File: config.mk
export PLATFORM = sky130hd
export DESIGN_NAME = vote_session_ctrl_flat
export DESIGN_NICKNAME = d
export VERILOG_FILES = /design/src/rtl/vote_session_ctrl_pkg.sv /design/src/rtl/vote_session_ctrl_if.sv /design/src/rtl/vote_debounce_cnt.sv /design/src/rtl/vote_session_ctrl.sv /design/src/flat_wrapper.sv
export SDC_FILE = /design/constraint.sdc
export NUM_CORES = 1
export LEC_CHECK = 0
export ABC_AREA = 1
export CAP_MARGIN = 15
export CORE_UTILIZATION = 35
export DETAILED_ROUTE_END_ITERATION = 16
export MAX_ROUTING_LAYER = met4
export PLACE_DENSITY_LB_ADDON = 0.08
export RECOVER_POWER = 25
export SLEW_MARGIN = 20
export SYNTH_ARGS = -nofsm -noshare
export SYNTH_HDL_FRONTEND = slang
export SYNTH_SLANG_ARGS = --single-unit
export TNS_END_PERCENT = 10
File: constraint.sdc
create_clock -name clk -period 3.55 [get_ports clk]
set_clock_uncertainty 0.1 [all_clocks]
set_input_delay 0.71 -clock clk [delete_from_list [all_inputs] [get_ports clk]]
set_output_delay 0.71 -clock clk [all_outputs]
set_load 0.01 [all_outputs]
File: src/rtl/vote_session_ctrl_pkg.sv
// Shared types and one-hot helpers for the voting-machine front end.
package vm_pkg;

    localparam int unsigned NUM_CAND = 4;

    typedef logic [1:0]          cand_t;
    typedef logic [NUM_CAND-1:0] press_t;

    typedef enum logic [2:0] {
        IDLE,
        QUALIFY,
        COMMIT,
        WAIT_RELEASE,
        REJECT
    } state_t;

    function automatic logic is_multi(input press_t v);
        return (v & (v - press_t'(1))) != '0;
    endfunction

    function automatic logic is_onehot(input press_t v);
        return (v != '0) && !is_multi(v);
    endfunction

    // button1 -> 0 ... button4 -> 3; non-one-hot inputs map to 0
    function automatic cand_t onehot_to_idx(input press_t v);
        case (v)
            press_t'(4'b0010): return cand_t'(1);
            press_t'(4'b0100): return cand_t'(2);
            press_t'(4'b1000): return cand_t'(3);
            default:           return cand_t'(0);
        endcase
    endfunction

endpackage

File: src/rtl/vote_session_ctrl_if.sv
// Button/vote/display bundle between the candidate panel and the vote counters.
interface vote_session_ctrl_if #(
    parameter int unsigned COUNT_W = 8
);
    import vm_pkg::*;

    logic               mode;
    logic               button1;
    logic               button2;
    logic               button3;
    logic               button4;
    logic               vote_valid;
    cand_t              vote_sel;
    logic               reject;
    logic               busy;
    cand_t              res_sel;
    logic [COUNT_W-1:0] total_votes;

    modport master (
        output mode, button1, button2, button3, button4,
        input  vote_valid, vote_sel, reject, busy, res_sel, total_votes
    );

    modport slave (
        input  mode, button1, button2, button3, button4,
        output vote_valid, vote_sel, reject, busy, res_sel, total_votes
    );

endinterface

File: src/rtl/vote_debounce_cnt.sv
// Debounce qualification counter: start loads 1, inc counts up to TERMINAL.
module vote_debounce_cnt #(
    parameter int unsigned TERMINAL = 10
) (
    input  logic clk,
    input  logic rst,
    input  logic start,
    input  logic inc,
    output logic last
);

    logic [7:0] cnt;

    always_ff @(posedge clk) begin
        if (rst) begin
            cnt <= '0;
        end else if (start) begin
            cnt <= 8'd1;
        end else if (inc && (cnt != 8'(TERMINAL))) begin
            cnt <= cnt + 8'd1;
        end
    end

    // High when the next matching sample completes the qualification
    assign last = (cnt == 8'(TERMINAL - 1));

endmodule

File: src/rtl/vote_session_ctrl.sv
// Qualifies candidate button presses into single vote strobes and steers
// the result display select.
module vote_session_ctrl
    import vm_pkg::*;
#(
    parameter int unsigned DEBOUNCE_CYCLES = 10,
    parameter int unsigned COUNT_W         = 8
) (
    input  logic                clk,
    input  logic                rst,
    vote_session_ctrl_if.slave  bus
);

    state_t             state;
    press_t             press_q;
    press_t             latched;
    logic               vote_valid;
    cand_t              vote_sel;
    logic               reject;
    cand_t              res_sel;
    logic [COUNT_W-1:0] total;
    logic               cnt_start;
    logic               cnt_inc;
    logic               cnt_last;
    logic               match;

    always_comb begin
        match     = !bus.mode && (press_q == latched);
        cnt_start = (state == IDLE) && !bus.mode && is_onehot(press_q);
        cnt_inc   = (state == QUALIFY) && match;
    end

    vote_debounce_cnt #(
        .TERMINAL (DEBOUNCE_CYCLES)
    ) u_debounce (
        .clk   (clk),
        .rst   (rst),
        .start (cnt_start),
        .inc   (cnt_inc),
        .last  (cnt_last)
    );

    always_ff @(posedge clk) begin
        if (rst) begin
            state      <= IDLE;
            press_q    <= '0;
            latched    <= '0;
            vote_valid <= 1'b0;
            vote_sel   <= '0;
            reject     <= 1'b0;
            res_sel    <= '0;
            total      <= '0;
        end else begin
            press_q    <= {bus.button4, bus.button3, bus.button2, bus.button1};
            vote_valid <= 1'b0;

            if (bus.mode && is_onehot(press_q)) begin
                res_sel <= onehot_to_idx(press_q);
            end

            case (state)
                IDLE: begin
                    if (!bus.mode) begin
                        if (is_multi(press_q)) begin
                            state  <= REJECT;
                            reject <= 1'b1;
                        end else if (press_q != '0) begin
                            latched <= press_q;
                            state   <= QUALIFY;
                        end
                    end
                end
                QUALIFY: begin
                    if (is_multi(press_q)) begin
                        state  <= REJECT;
                        reject <= 1'b1;
                    end else if (!match) begin
                        state <= IDLE;
                    end else if (cnt_last) begin
                        state <= COMMIT;
                    end
                end
                // Strobe is registered on the way out, so it lines up with
                // the first WAIT_RELEASE cycle
                COMMIT: begin
                    vote_valid <= 1'b1;
                    vote_sel   <= onehot_to_idx(latched);
                    if (total != '1) begin
                        total <= total + COUNT_W'(1);
                    end
                    state <= WAIT_RELEASE;
                end
                WAIT_RELEASE: begin
                    if (press_q == '0) begin
                        state <= IDLE;
                    end
                end
                REJECT: begin
                    if (press_q == '0) begin
                        state  <= IDLE;
                        reject <= 1'b0;
                    end
                end
                default: begin
                    state  <= IDLE;
                    reject <= 1'b0;
                end
            endcase
        end
    end

    assign bus.vote_valid  = vote_valid;
    assign bus.vote_sel    = vote_sel;
    assign bus.reject      = reject;
    assign bus.busy        = (state != IDLE);
    assign bus.res_sel     = res_sel;
    assign bus.total_votes = total;

endmodule

File: src/flat_wrapper.sv
// flat-port wrapper written by rule: the top's interface ports become plain ports
module vote_session_ctrl_flat import vm_pkg::*;
#(
    parameter int unsigned DEBOUNCE_CYCLES = 10,
    parameter int unsigned COUNT_W         = 8
)
  (clk, rst, bus_mode, bus_button1, bus_button2, bus_button3, bus_button4, bus_vote_valid, bus_vote_sel, bus_reject, bus_busy, bus_res_sel, bus_total_votes);
  vote_session_ctrl_if #(.COUNT_W(COUNT_W)) bus_i ();
  input  logic clk;
  input  logic rst;
  input wire logic [$bits(bus_i.mode)-1:0] bus_mode;
  input wire logic [$bits(bus_i.button1)-1:0] bus_button1;
  input wire logic [$bits(bus_i.button2)-1:0] bus_button2;
  input wire logic [$bits(bus_i.button3)-1:0] bus_button3;
  input wire logic [$bits(bus_i.button4)-1:0] bus_button4;
  output wire logic [$bits(bus_i.vote_valid)-1:0] bus_vote_valid;
  output wire logic [$bits(bus_i.vote_sel)-1:0] bus_vote_sel;
  output wire logic [$bits(bus_i.reject)-1:0] bus_reject;
  output wire logic [$bits(bus_i.busy)-1:0] bus_busy;
  output wire logic [$bits(bus_i.res_sel)-1:0] bus_res_sel;
  output wire logic [$bits(bus_i.total_votes)-1:0] bus_total_votes;
  assign bus_i.mode = bus_mode;
  assign bus_i.button1 = bus_button1;
  assign bus_i.button2 = bus_button2;
  assign bus_i.button3 = bus_button3;
  assign bus_i.button4 = bus_button4;
  assign bus_vote_valid = bus_i.vote_valid;
  assign bus_vote_sel = bus_i.vote_sel;
  assign bus_reject = bus_i.reject;
  assign bus_busy = bus_i.busy;
  assign bus_res_sel = bus_i.res_sel;
  assign bus_total_votes = bus_i.total_votes;
  vote_session_ctrl #(.DEBOUNCE_CYCLES(DEBOUNCE_CYCLES), .COUNT_W(COUNT_W)) u_core (.clk(clk), .rst(rst), .bus(bus_i));
endmodule
; After elaboration in Yosys (flattened, before gate mapping)
; Index checks and enable logic that the tools add are counted.
[totals]
reg_bits = 33
inputBits = 7
output_inout_bits = 15
wordCells = 75
[classes]
n_addsub = 3
n_eq_ne = 19
n_mux = 17
n_bitwise = 4
n_reduce_logical = 22
[op_table]
columns = operator, count
row1 = $mux W3, 7
row2 = $add A8 B1 Y8 const B, 2
row3 = $pmux W2 S3, 2
row4 = $pmux W3 S4, 1
row5 = $eq A4 B2 Y1 const B, 2
row6 = $eq A4 B3 Y1 const B, 2
row7 = $eq A4 B4 Y1 const B, 2
row8 = $eq A8 B4 Y1 const B, 1
row9 = $ne A8 B4 Y1 const B, 1
row10 = $ne A8 B8 Y1 const B, 1
row11 = $reduce_and A4 Y1, 2
row12 = $reduce_bool A4 Y1, 2
row13 = $logic_and A1 B1 Y1, 7
row14 = $eq A3 B2 Y1 const B, 2
row15 = $mux W1, 6
row16 = $reduce_or A2 Y1, 3
row17 = $and A4 B4 Y4, 1
row18 = $eq A4 B4 Y1, 1
row19 = $logic_not A4 Y1, 1
row20 = $ne A2 B1 Y1 const B, 2
row21 = $ne A4 B3 Y1 const B, 1
row22 = $pmux W1 S4, 1
row23 = $sub A4 B1 Y4 const B, 1
row24 = $eq A3 B1 Y1 const B, 1
row25 = 10 further kinds, 13

; Longest topological paths before layout
[logic_depth]
depth_word = 7
ltp_mapped = 10
depth_no_buf = 10

; Cells and area by module
; Synthesis repeated with hierarchy kept, for this count alone.
[hier_totals]
cells_unflattened = 287
area_unflattened_um2 = 1880.6
[by_module_without_submodules]
columns = mod, n_inst, cells_per_inst, area_per_inst_um2, seq_area_each_um2
row1 = vote_session_ctrl, 1, 199, 1322.5, 500.5
row2 = vote_debounce_cnt, 1, 88, 558.0, 160.2

; Worst setup path after synthesis
; OpenSTA, ideal clock, no wires.
[synth_path]
kind = in2reg
start = input bus_mode
end = register u_core.u_debounce.cnt[5]
setup_time_ps = 114
t_arrival_ps = 1483
required_ps = 3336
path_slack_ps = 1853
cell_stages = 8
n_path_buf = 0
path_cell_list = inv_1 -> nand3_1 -> nor3_4 -> nand3_2 -> nor2_1 -> nand2_1 -> nand2_1 -> nor2_1
[synth_between]
elab_chain_len = 4
elab_cells_between_ends = 7
classes_between = reduce/logical (7)
[synth_lines]
columns = item, line
row1 = start: declaration, flat_wrapper.sv:11  ; input wire logic [$bits(bus_i.mode)-1:0] bus_mode;
row2 = $logic_not A1 Y1 (*), "vote_session_ctrl.sv:28, vote_session_ctrl.sv:29"
row3 = "$logic_and A1 B1 Y1, on equally long branches", "vote_session_ctrl.sv:29, vote_session_ctrl.sv:28"
row4 = "$logic_and A1 B1 Y1, on equally long branches", "vote_session_ctrl.sv:29, vote_session_ctrl.sv:30"
row5 = $reduce_or A2 Y1 (no line) / $logic_and A1 B1 Y1 (equally long branches), --
row6 = end signal: assignment, vote_debounce_cnt.sv:20  ; cnt <= cnt + 8'd1;
row7 = end: declaration, vote_debounce_cnt.sv:12  ; logic [7:0] cnt;
; Mark *: on every way between the ends. The rest lies on a longest branch, timed or not.
; A chain may end at the register's enable or synchronous reset.

; Worst setup path in the final report
[layout_path]
start = register u_core.state[2]
end = output bus_busy
[layout_between]
elab_chain_len = 1
[layout_lines]
columns = item, line
row1 = start: declaration, vote_session_ctrl.sv:14  ; state_t state;
row2 = start signal: assignment, vote_session_ctrl.sv:45  ; state <= IDLE;
row3 = start signal: assignment, vote_session_ctrl.sv:65  ; state <= REJECT;
row4 = start signal: assignment, vote_session_ctrl.sv:69  ; state <= QUALIFY;
row5 = $reduce_bool A3 Y1, vote_session_ctrl.sv:115  ; assign bus.busy = (state != IDLE);
row6 = end: declaration, flat_wrapper.sv:19  ; output wire logic [$bits(bus_i.busy)-1:0] bus_busy;
; Every way passes these cells.

==> results by group <==
Yosys
  – Post-synth EDFFs: 0
  – Netlist Area Pre-Place: ~1800 um2
  – Count of cell types in the netlist: 37
  – Primary FF master, synth: dfxtp_1
  – Synth Instances: 261
  – Synthesis-stage register bit count: 33
  – Synthesized area per cell: 7.08 um2
  – Fraction of registers with async set/reset: 0%
  – Warnings, synthesis: 0
  – Net Count, Synth: 272
  – Sequential area share after synthesis: 35.8%

Placement
  – Dpl ws: 1.17 ns
  – DP HPWL: 3.04 mm
  – PortBufs: 21
  – GP Congestion: roughly 0.8

Drt
  – Vias: 1705
  – Routed WL: 4.04 mm
  – DR iter-0 viols: 103
  – Post-route DRC: 0
  – Drt pass-1 iters: 4
  – Vias per inst: 4.79
  – Post-route ant nets: 0
  – Avg WL per Cell: between 10 and 15 um

Global route
  – Initial antenna violation count: 0
  – GRT met2 Usage: 25.4%
  – Largest net degree at the start of global routing: 18
  – GRT busiest layer: met2
  – Gr ovfl total: 0
  – M3 GR Usage: 4.82%
  – Vias in the first global route: 1574
  – First-pass GRT wire length: 7.00 mm
  – Total global-route track usage: 17.2%
  – Met1 usage: between 20% and 30%

Floorplanning
  – Die area: 5570 um2
  – Core ar.: 5110 um2
  – Io pins: 22
  – Die H: approximately 75 um
  – Initial Utilization: 36.2%
  – Width of the die: about 75 um
  – Row count: 26

Setup path
  – CP max FO: 6
  – Critical path cell sequence: nor2_4 -> nand2_1 -> clkdlybuf4s50_1
  – Crit path buf inv count: 1
  – CP top delay family: buffers and inverters
  – Max incr delay on CP: 0.58 ns
  – Crit path from: u_core.state[2]
  – Worst r2r src: u_core.bus.total_votes[0]
  – CP endpoint kind: primary output
  – Slowest cell on crit path: clkdlybuf4s50_1
  – Critical Path AT: between 1.5 and 2 ns
  – Startpoint Class: flop
  – Critical path required time: 2.74 ns
  – WS Path Type: reg -> out

Timing
  – Worst setup margin: 1.14 ns
  – Total Neg Setup Slack: 0 ns
  – Final Max Slew Viols: 0
  – Fin crit period: around 2.4 ns
  – Hold Fails Final Rpt: 0
  – Fmax: 415 MHz
  – Unrepaired setup endpoints after global routing: no
  – Max-slew headroom: 64.2%
  – Tcrit/Tclk final: 67.8%
  – Fin Hold WS: ~0.35 ns
  – Least-Margin Pin Slew: 0.537 ns
  – Count of final setup violators: 0

Clock network
  – Clock Pin Slew Worst Setup and Hold Paths: ~0.070 ns
  – PostCTS Resize Cnt: 0
  – CTS H-tree depth: 2
  – CTS tree: yes
  – Root buffer cell: clkbuf_8
  – Postcts setup bufs: 0
  – CTS buffer count: 5
  – Clock net sink count: 33
  – Clock insertion delay at the later pin of the skew report: about 0.28 ns
  – Hold-fix buffers, CTS: 0
  – CTS max path bufs: 2

Flow run
  – Max cap viols: 0

Finish
  – Filler cell count: 537
  – Most frequent cells in the layout: nand2_1 (45), inv_1 (34), dfxtp_1 (33)
  – Multi-input gate area: roughly 1000 um2
  – Most common cell after layout, fill and taps aside: nand2_1
  – Layout cells sized above 1: between 10% and 20%
  – Nets@finish: between 200 and 300
  – Reg area: 661 um2
  – Synthesis-to-layout area growth: 19.1%
  – Antenna Diode Count: 0

Power
  – Power Total: about 1.3 mW
  – Lkg Pwr: between 0.9 and 1 nW
  – VDD IR max: between 200 and 300 uV
  – Pwr dens: 572 nW/um2

Worst hold path
  – HP Start: u_core.bus.res_sel[0]
  – Worst min path class: reg -> reg

Run status
  – Outcome: complete, no violations
==> area by class of cell <==
type | count | share of cell area [%]
clock buffers | 6 | 3.75
repair buffers | 21 | 9.56
well taps | 70 | 3.98
multi-input cells | 183 | 44.9
inverters | 42 | 7.45
flip-flops and latches | 33 | 30.0
clock inverters | 1 | 0.341
==> worst register-to-register path, delay by kind of cell, from the launching register on <==
| kind | cells | cell delay [ns] |
|---|---|---|
| AO/OA/AOI/OAI | 2 | 0.30 |
| buffers and inverters | 1 | 0.35 |
| AND/OR/NAND/NOR | 3 | 0.64 |
| adder cells (fa/ha/maj) | 1 | 0.23 |
| flip-flops | 1 | 0.43 |
==> state kept, by name (all words and copies together), names as in the netlist <==
signal / count
u_core.state: 3
u_core.latched: 4
u_core.bus.vote_valid: 1
u_core.u_debounce.cnt: 8
u_core.press_q: 4
u_core.bus.res_sel: 2
u_core.bus.total_votes: 8
u_core.bus.reject: 1
u_core.bus.vote_sel: 2
==> final timing paths <==
| path | end | slack (ns) | cells past startpoint |
|---|---|---|---|
| worst min register to register | u_core.bus.res_sel[0] | 0.35 | 2 |
| worst max register to register | u_core.bus.total_votes[0] | 1.38 | 7 |
| worst min-delay path | u_core.bus.res_sel[0] | 0.35 | 2 |
| worst max-delay path | bus_busy | 1.14 | 3 |
==> synthesized netlist by cell type, types with 6 or more instances <==
cell type / n / area, um2
nand4_1: 10 / 62.6
a21oi_1: 22 / 110
o21ai_1: 7 / 35.0
o21ai_0: 8 / 40.0
inv_1: 34 / 128
inv_2: 6 / 22.5
nor2_1: 27 / 101
dfxtp_1: 33 / 661
nand2_2: 6 / 37.5
nand2_1: 44 / 165
nand3_1: 24 / 120
==> through the flow <==
step,instance area (um2),utilization [%],instances
floorplan,1850,-,261
global placement,2120,41.6,349
detailed placement,2120,41.6,349
CTS,2210,43.4,356
global route,2200,43.1,356
finish,2200,43.1,356
==> logic make-up after synthesis <==
group	count (synthesis)	synth area share [%]
xor+xnor	3	1.42
fa+ha+maj	4	2.71
flops	33	35.8
buf+inv	45	10.2
compound gates	42	12.1
simple gates	134	37.9
==> power by group <==
part / switching (mW) / internal (mW) / total (mW)
Combinational: 0.294 / 0.185 / 0.479
Clock: 0.136 / 0.153 / 0.289
Sequential: 0.0650 / 0.425 / 0.490
==> per-layer routing <==
metal / part of all wire (%) / wire length [um]
met1: 48 / 1950
met2: 46 / 1870
met3: 3.9 / 158
met4: 1.7 / 67
met5: 0 / 0
(Power assumes the default switching activity.)
